`src/rtl/uart_pkt_pkg.sv`:
```
// Shared types and helpers for the UART packet receive controller.
package uart_pkt_pkg;

  typedef enum logic [2:0] {HUNT, LEN, PAYLOAD, CHK, DRAIN} state_t;

  localparam logic [7:0] SOF_DEFAULT = 8'hA5;

  // Checksum accumulation is a plain 8-bit wrapping add.
  function automatic logic [7:0] chk_add(input logic [7:0] a, input logic [7:0] b);
    return a + b;
  endfunction

endpackage

```
`src/rtl/uart_pkt_buf.sv`:
```
// Payload buffer: synchronous write, asynchronous read.
module uart_pkt_buf #(
  parameter int DEPTH = 16,
  parameter int AW    = 4
) (
  input  logic          clk,
  input  logic          we,
  input  logic [AW-1:0] waddr,
  input  logic [7:0]    wdata,
  input  logic [AW-1:0] raddr,
  output logic [7:0]    rdata
);

  logic [DEPTH-1:0][7:0] mem;

  always_ff @(posedge clk) begin
    if (we) mem[waddr] <= wdata;
  end

  assign rdata = mem[raddr];

endmodule

```
`src/rtl/uart_pkt_rx_ctrl.sv`:
```
// Packet receive controller: SOF hunt, length-prefixed capture, checksum
// validation and valid/ready release of clean payloads.
module uart_pkt_rx_ctrl
  import uart_pkt_pkg::*;
#(
  parameter int         MAX_LEN      = 16,
  parameter int         TIMEOUT_CLKS = 2560,
  parameter logic [7:0] SOF_BYTE     = SOF_DEFAULT
) (
  input  logic       clk,
  input  logic       resetn,
  input  logic [7:0] rx_data_i,
  input  logic       rx_done_i,
  output logic [7:0] m_data_o,
  output logic       m_valid_o,
  input  logic       m_ready_i,
  output logic       m_last_o,
  output logic       busy_o,
  output logic       pkt_ok_o,
  output logic       chk_err_o,
  output logic       len_err_o,
  output logic       timeout_o,
  output logic       overrun_o
);

  localparam int CW = $clog2(MAX_LEN + 1);
  localparam int AW = (MAX_LEN > 1) ? $clog2(MAX_LEN) : 1;
  localparam int TW = (TIMEOUT_CLKS > 1) ? $clog2(TIMEOUT_CLKS) : 1;

  state_t        state, state_nx;
  logic [CW-1:0] len_q, wr_ptr, rd_ptr;
  logic [7:0]    sum_q, rd_data;
  logic [TW-1:0] tmr;
  logic          active, expire, len_ok, sum_ok, last, hs;
  logic          ok_nx, ce_nx, le_nx, to_nx, ov_nx;

  assign active = (state == LEN) || (state == PAYLOAD) || (state == CHK);
  // A byte on the expiry cycle takes priority over the timeout.
  assign expire = active && !rx_done_i && (tmr == TW'(TIMEOUT_CLKS - 1));
  assign len_ok = (rx_data_i != 8'd0) && (int'(rx_data_i) <= MAX_LEN);
  assign sum_ok = (chk_add(sum_q, rx_data_i) == 8'd0);
  assign last   = (rd_ptr == len_q - CW'(1));
  assign hs     = (state == DRAIN) && m_ready_i;

  always_comb begin
    state_nx = state;
    ok_nx    = 1'b0;
    ce_nx    = 1'b0;
    le_nx    = 1'b0;
    to_nx    = 1'b0;
    ov_nx    = 1'b0;
    case (state)
      HUNT:    if (rx_done_i && rx_data_i == SOF_BYTE) state_nx = LEN;
      LEN:     if (rx_done_i) begin
                 if (len_ok) state_nx = PAYLOAD;
                 else begin le_nx = 1'b1; state_nx = HUNT; end
               end
      PAYLOAD: if (rx_done_i && (wr_ptr + CW'(1) == len_q)) state_nx = CHK;
      CHK:     if (rx_done_i) begin
                 if (sum_ok) begin ok_nx = 1'b1; state_nx = DRAIN; end
                 else begin ce_nx = 1'b1; state_nx = HUNT; end
               end
      DRAIN:   begin
                 ov_nx = rx_done_i;
                 if (hs && last) state_nx = HUNT;
               end
      default: state_nx = HUNT;
    endcase
    if (expire) begin
      to_nx    = 1'b1;
      state_nx = HUNT;
    end
  end

  always_ff @(posedge clk) begin
    if (!resetn) begin
      state     <= HUNT;
      tmr       <= '0;
      len_q     <= '0;
      sum_q     <= '0;
      wr_ptr    <= '0;
      rd_ptr    <= '0;
      pkt_ok_o  <= 1'b0;
      chk_err_o <= 1'b0;
      len_err_o <= 1'b0;
      timeout_o <= 1'b0;
      overrun_o <= 1'b0;
    end else begin
      state     <= state_nx;
      pkt_ok_o  <= ok_nx;
      chk_err_o <= ce_nx;
      len_err_o <= le_nx;
      timeout_o <= to_nx;
      overrun_o <= ov_nx;
      tmr       <= (rx_done_i || !active || expire) ? '0 : tmr + TW'(1);
      case (state)
        LEN:     if (rx_done_i && len_ok) begin
                   len_q  <= rx_data_i[CW-1:0];
                   sum_q  <= rx_data_i;
                   wr_ptr <= '0;
                 end
        PAYLOAD: if (rx_done_i) begin
                   wr_ptr <= wr_ptr + CW'(1);
                   sum_q  <= chk_add(sum_q, rx_data_i);
                 end
        CHK:     if (rx_done_i && sum_ok) rd_ptr <= '0;
        DRAIN:   if (hs) rd_ptr <= rd_ptr + CW'(1);
        default: ;
      endcase
    end
  end

  uart_pkt_buf #(.DEPTH(MAX_LEN), .AW(AW)) u_buf (
    .clk   (clk),
    .we    (state == PAYLOAD && rx_done_i),
    .waddr (wr_ptr[AW-1:0]),
    .wdata (rx_data_i),
    .raddr (rd_ptr[AW-1:0]),
    .rdata (rd_data)
  );

  assign m_valid_o = (state == DRAIN);
  assign m_data_o  = m_valid_o ? rd_data : 8'd0;
  assign m_last_o  = m_valid_o && last;
  assign busy_o    = (state != HUNT);

endmodule

```
`config.mk`:
```
export PLATFORM = sky130hd
export DESIGN_NAME = uart_pkt_rx_ctrl
export DESIGN_NICKNAME = d
export VERILOG_FILES = /design/src/rtl/uart_pkt_pkg.sv /design/src/rtl/uart_pkt_buf.sv /design/src/rtl/uart_pkt_rx_ctrl.sv
export SDC_FILE = /design/constraint.sdc
export NUM_CORES = 1
export LEC_CHECK = 0
export BUFFER_PORTS_ARGS = -buffer_cell sky130_fd_sc_hd__buf_2
export CORE_ASPECT_RATIO = 0.8
export CORE_MARGIN = 4
export CORE_UTILIZATION = 45
export DETAILED_ROUTE_END_ITERATION = 8
export PLACE_DENSITY_LB_ADDON = 0.15
export SYNTH_ARGS = -nofsm -noshare
export SYNTH_HDL_FRONTEND = slang
export SYNTH_SLANG_ARGS = --single-unit
```
`constraint.sdc`:
```
create_clock -name clk -period 2.04 [get_ports clk]
set_clock_uncertainty 0.05 [all_clocks]
set_input_delay 0 -clock clk [delete_from_list [all_inputs] [get_ports clk]]
set_output_delay 0 -clock clk [all_outputs]
set_load 0.01 [all_outputs]
```
==> qor.yml, run 1 <==
run_status:
  status: "complete, but fails checks"
  violations: "setup timing"
setup_path:
  worst-path-buf-inv: 2
  startpoint_type: "register"
  cp_slowest_stage_delay_ps: 560
  ff2ff_path_depth: 9
  path_delay_family: "multiplexers"
  required_ps: 1990
  crit_fanout: 6
  crit_start: "rd_ptr[0]"
  worst_path_max_delay_cell: "mux4_2"
  r2r-start: "sum_q[0]"
  crit_path_cell_trace: "buf_6, mux4_2, mux4_2, and2_4, buf_6"
  reg2reg_to: "rd_ptr[4]"
  end_kind: "output pin"
  cp.arrival_ps: 2400
  cp-endpoint: "m_data_o[2]"
  path_depth: 5
  crit_type: "reg2out"
  rrSetupSlack_ps: -100
placed_design:
  dpl-instance-area_sq_mm: 0.00864
  place.gp.congestion: 0.846
  dp.final_hpwl_um: 12000
  io_buffers: 27
  dp.cells: 813
timing:
  setup_slack_ps: -405
  finalCritPeriodShare_pct: 120
  hold_violations: 0
  setup_violations: 17
  period_minus_slack_ps: 2450
  grt_setup_unrepaired: "yes"
  worst_pin_slew_ps: 389
  relSlewSlack_pct: 73.9
  fmax_mhz: 409
  maxSlewViolCount: 0
min_path:
  hold_path_class: "in2reg"
  hold_path.startpoint: "rx_data_i[0]"
die:
  pin_count: 28
  die_w_um: 155
  die_h_um: 126
  row_count: 42
  core_area_sq_mm: 0.0168
  initial_core_util_pct: 46.4
  die_area_sq_mm: 0.0195
routing:
  remaining_drc_errors: 0
  wl_um: 18600
  via_per_inst: 5.55
  vias: 4793
  wl_per_cell_um: 21.6
  final_antenna_net_count: 0
  drt_iter0_drc: 305
  firstDrtPassIters: 5
logic_synthesis:
  yosysSeqAreaShare_pct: 60.5
  synth_ff_type: "edfxtp_1"
  synthesis.area_sq_mm: 0.00778
  synth_top_area_share_pct: 49.4
  netlist_top_cells_area: "edfxtp_1, dfxtp_1, mux4_1, mux4_2, ha_1"
  ys_ff_latch: 171
  synth_edf_count: 128
  synthDistinctLibCells: 59
  syn_nets: 546
  async_flop_share_pct: 0
  synthCells: 519
  avgSynthCellArea_sq_um: 15.0
  yosys.area.top_type: "edfxtp_1"
  ys.warnings.count: 0
clock_network:
  cts_sinks: 171
  clk_pin_slew_ps: 60
  cts_tree: "yes"
  worstSkewPairLatency_ps: 420
  htreeDepth: 4
  cts_buffers: 17
  clockRootBuffer: "clkbuf_16"
  cts_buffer_depth: 2
power_and_ir_drop:
  vdd_ir_drop_max_mv: 0.564
  power.density_mw_per_mm2: 721
  total_leakage_power_nw: 3.39
  design_power_total_mw: 7.03
cells_and_area:
  design_area_sq_mm: 0.00976
  finalNonFillerCells: 864
  layout_common_cells: "edfxtp_1, buf_4, nor2_1, mux4_2, dfxtp_1"
  layout-drive-gt1-share_pct: 38.4
  syn2layout_area_growth_pct: 25.5
  final_common_cell: "edfxtp_1"
  nets: 658
  n_antenna_cell: 0
  nFillCells: 1291
global_routing:
  grtUsageTotal_pct: 19.4
  gr-total-overflow: 0
  grt_pass1_wl_um: 28200
  antenna_found_initial: 0
  grt_pass1_vias: 4810
  grt_max_degree: 33
job:
  maxCapViolations: 0
[through the flow]
stage	setup WS, ps	utilization [%]	TNS [ps]	hold WS [ps]
3_5_place_dp	-230	51.5	-1620	296
5_1_grt	-464	58.2	-5060	30.2
3_3_place_gp	-117	51.5	-738	291
6_report	-405	58.2	-3670	34.1
4_1_cts	-442	57.0	-4370	16.5
2_1_floorplan	-191	-	-4760	48.9
[worst min path at each step]
stage                          to  slack (ps)  cells after the start
CTS                 u_buf.mem[57]          20                      2
global placement        rd_ptr[1]         290                      3
finish               u_buf.mem[8]          30                      2
global route        u_buf.mem[40]          30                      2
detailed placement      rd_ptr[1]         300                      3
floorplan            u_buf.mem[0]          50                      0
[state kept, by name (all words and copies together) (netlist names)]
signal	flops
state	3
len_q	5
u_buf.mem	128
rd_ptr	5
timeout_o	1
tmr	12
chk_err_o	1
pkt_ok_o	1
overrun_o	1
len_err_o	1
sum_q	8
wr_ptr	5
[area by class of cell]
| type | count | area (sq um) | share of cell area, % |
|---|---|---|---|
| flip-flops and latches | 171 | 4730 | 48.4 |
| multi-input cells | 308 | 3120 | 31.9 |
| repair buffers | 120 | 1020 | 10.4 |
| clock buffers | 24 | 517 | 5.30 |
| well taps | 220 | 275 | 2.82 |
| clock inverters | 8 | 55.1 | 0.564 |
| inverters | 13 | 51.3 | 0.526 |
[synth_stat cells (8+ instances only)]
| cell | number |
|---|---|
| xor2_1 | 12 |
| mux4_1 | 26 |
| nand2b_1 | 10 |
| dfxtp_1 | 43 |
| a21oi_1 | 15 |
| ha_1 | 14 |
| nor3_1 | 12 |
| xnor2_1 | 20 |
| edfxtp_1 | 128 |
| o211a_1 | 8 |
| nand3_1 | 14 |
| nand2_1 | 29 |
| mux2i_1 | 9 |
| nand4_1 | 10 |
| mux4_2 | 14 |
| inv_1 | 13 |
| and2_1 | 12 |
| nor2_1 | 42 |
[where the power goes]
part	internal, mW	switching (mW)	leakage [nW]
logic	0.0969	0.144	1.60
registers	3.73	0.0000788	1.50
clock network	1.78	1.29	0.286
total	5.60	1.43	3.39
[layer usage]
metal  track usage, %  wire, um  up-vias
met3             3.66       841       18
met2             29.5      8860      113
li1                 -         -     2208
met5                0         0        -
met4             4.57       178        0
met1             29.0      8750     2454
[cells by family (layout without fill, tap and decap cells)]
group | count (synthesis) | count (layout) | synth area share [%]
fa+ha+maj | 15 | 15 | 2.51
xor+xnor | 33 | 33 | 3.89
buf+inv | 40 | 165 | 3.39
flops | 171 | 171 | 60.5
simple gates | 158 | 158 | 10.6
compound gates | 53 | 53 | 5.15
mux | 49 | 49 | 14.0
[timing repair]
action	4_1_cts	5_1_grt
hold endpoints to repair	24	0
buffers inserted	8	3
hold buffers	6	0
setup endpoints to repair	24	26
gates resized for setup	65	39
pin swaps	34	18
cloned	2	0
(Power assumes the default switching activity.)
==> run 2, diff against run 1 <==
Settings changed: CORE_ASPECT_RATIO 0.8 to 1.5.
==> qor.yml, run 2 (same netlist as run 1, synthesis figures left out) <==
run_status:
  status: "complete, but fails checks"
  violations: "setup timing"
timing:
  worst_pin_slew_ps: 477  # +88.6 ps
  fmax_mhz: 412  # +0.77%
  relSlewSlack_pct: 67.9  # -6.0 points
  grt_setup_unrepaired: "yes"
  tns_ps: -3320  # +343 ps
  maxSlewViolCount: 0  # unchanged
  finalCritPeriodShare_pct: 119  # -0.92 points
  setup_slack_ps: -386  # +18.7 ps
  period_minus_slack_ps: 2430  # -18.7 ps
  hold_violations: 0  # unchanged
  setup_violations: 14  # -3
cells_and_area:
  regMostFlops: "u_buf.mem"
  nets: 656  # -0.30%
  layout-drive-gt1-share_pct: 38.2  # -0.19 points
  post-route-util_pct: 57.1  # -1.1 points
  finalNonFillerCells: 852  # -1.4%
  design_area_sq_mm: 0.00966  # -0.97%
  layout_common_cells: "edfxtp_1, buf_4, nor2_1, mux4_2, dfxtp_1"
  largest_register_ffs: 128  # unchanged
  syn2layout_area_growth_pct: 24.2
  final_common_cell: "edfxtp_1"
  largestRegisters: "u_buf.mem: 128 flops, tmr: 12 flops, sum_q: 8 flops"
  n_antenna_cell: 0  # unchanged
die:
  die_h_um: 169  # +35%
  die_area_sq_mm: 0.0195  # +0.16%
  core_area_sq_mm: 0.0169  # +0.87%
  row_count: 58  # +38%
  initial_core_util_pct: 46.0  # -0.40 points
  die_w_um: 115  # -26%
  pin_count: 28  # unchanged
setup_path:
  end_kind: "output pin"
  reg2reg_to: "rd_ptr[0]"
  crit_fanout: 6  # unchanged
  startpoint_type: "register"
  required_ps: 1990  # about the same
  ff2ff_path_depth: 9  # unchanged
  cp.arrival_ps: 2380  # -20 ps
  crit_type: "reg2out"
  rrSetupSlack_ps: -120  # -20 ps
  r2r-start: "sum_q[5]"
placed_design:
  dp.final_hpwl_um: 12400  # +2.8%
  dpl-instance-area_sq_mm: 0.00859  # -0.58%
  io_buffers: 27  # unchanged
  place.gp.congestion: 0.877  # +3.7%
  dp.cells: 798  # -1.8%
min_path:
  hold_path_class: "in2reg"
  whs_path_depth: 4  # +2
  hold_path.startpoint: "rx_data_i[7]"
  hold-path-endpoint: "len_err_o"
global_routing:
  grtUsageTotal_pct: 19.7  # +0.33 points
  gr-total-overflow: 0  # unchanged
  antenna_found_initial: 0  # unchanged
  grt_max_degree: 37  # +12%
  grt_pass1_wl_um: 28700  # +1.6%
  grt_pass1_vias: 5035  # +4.7%
routing:
  wl_um: 18800  # +0.97%
  drt_iter0_drc: 255  # -16%
  firstDrtPassIters: 5  # unchanged
  via_per_inst: 5.66  # +2.1%
  vias: 4824  # +0.65%
  final_antenna_net_count: 0  # unchanged
  wl_per_cell_um: 22.1  # +2.4%
  remaining_drc_errors: 0  # unchanged
power_and_ir_drop:
  total_leakage_power_nw: 3.38  # -0.18%
  vdd_ir_drop_max_mv: 0.461  # -18%
  power.density_mw_per_mm2: 746  # +3.5%
clock_network:
  cts_sinks: 171  # unchanged
  htreeDepth: 4  # unchanged
  clockRootBuffer: "clkbuf_16"
  cts_buffers: 17  # unchanged
  clk_pin_slew_ps: 70  # about the same
  worstSkewPairLatency_ps: 420  # about the same
  cts_tree: "yes"
  cts_buffer_depth: 2  # unchanged
job:
  maxCapViolations: 0  # unchanged
[run 2: critical path, stage by stage, from the launching register on]
cell,delay [ps]
dfxtp_4,470
clkbuf_16,190
mux4_2,540
mux4_2,480
and2_1,150
buf_2,130
[run 2: timing repair]
action                                  4_1_cts  5_1_grt
hold buffers                                  3        0
pin swaps                                    21       20
endpoints found under the setup margin       23       34
hold endpoints to repair                     18        0
cloned                                        1        2
resized for setup                            41       41
buffers inserted                             12        5
[run 2: how the worst max path moves through the flow]
| stage | from | endpoint | slack, ps |
|---|---|---|---|
| after floorplan | state[2] | u_buf.mem[0] | -190 |
| after global routing | rd_ptr[0] | m_data_o[4] | -440 |
| after CTS | rd_ptr[0] | m_data_o[6] | -390 |
| final | rd_ptr[0] | m_data_o[5] | -390 |
| after detailed placement | sum_q[5] | rd_ptr[3] | -160 |
| after global placement | sum_q[1] | rd_ptr[0] | -120 |
[run 2: per-layer routing]
| layer | GRT usage (%) | share of wire (%) | vias up |
|---|---|---|---|
| met1 | 22.7 | 38 | 2488 |
| li1 | - | - | 2199 |
| met2 | 37.2 | 58 | 118 |
| met3 | 3.11 | 2.8 | 19 |
| met5 | 0 | 0 | - |
| met4 | 5.46 | 1.4 | 0 |
[run 2: area by class of cell]
type                       count  area (sq um)
timing repair buffer         118           951
multi-input combinational    308          3080
sequential                   171          4720
inverter                      13          48.8
clock inverter                15           174
tap                          210           263
fill                        1365          7250
clock buffer                  17           425
[run 2: where the power goes]
part           leakage (nW)  total [mW]  internal (mW)  switching [mW]
logic                  1.59       0.215         0.0820           0.133
registers              1.50        3.73           3.73        0.000103
clock network         0.290        3.26           1.76            1.51
[run 2: metrics by stage]
| stage | power, mW | setup WS (ps) | hold WS (ps) |
|---|---|---|---|
| finish | 7.20 | -386 | 18.1 |
| detailed placement | 3.97 | -163 | 289 |
| CTS | 7.24 | -393 | 16.6 |
| global placement | 3.97 | -119 | 301 |
| global route | 7.44 | -445 | 29.8 |
| floorplan | 3.86 | -191 | 48.9 |
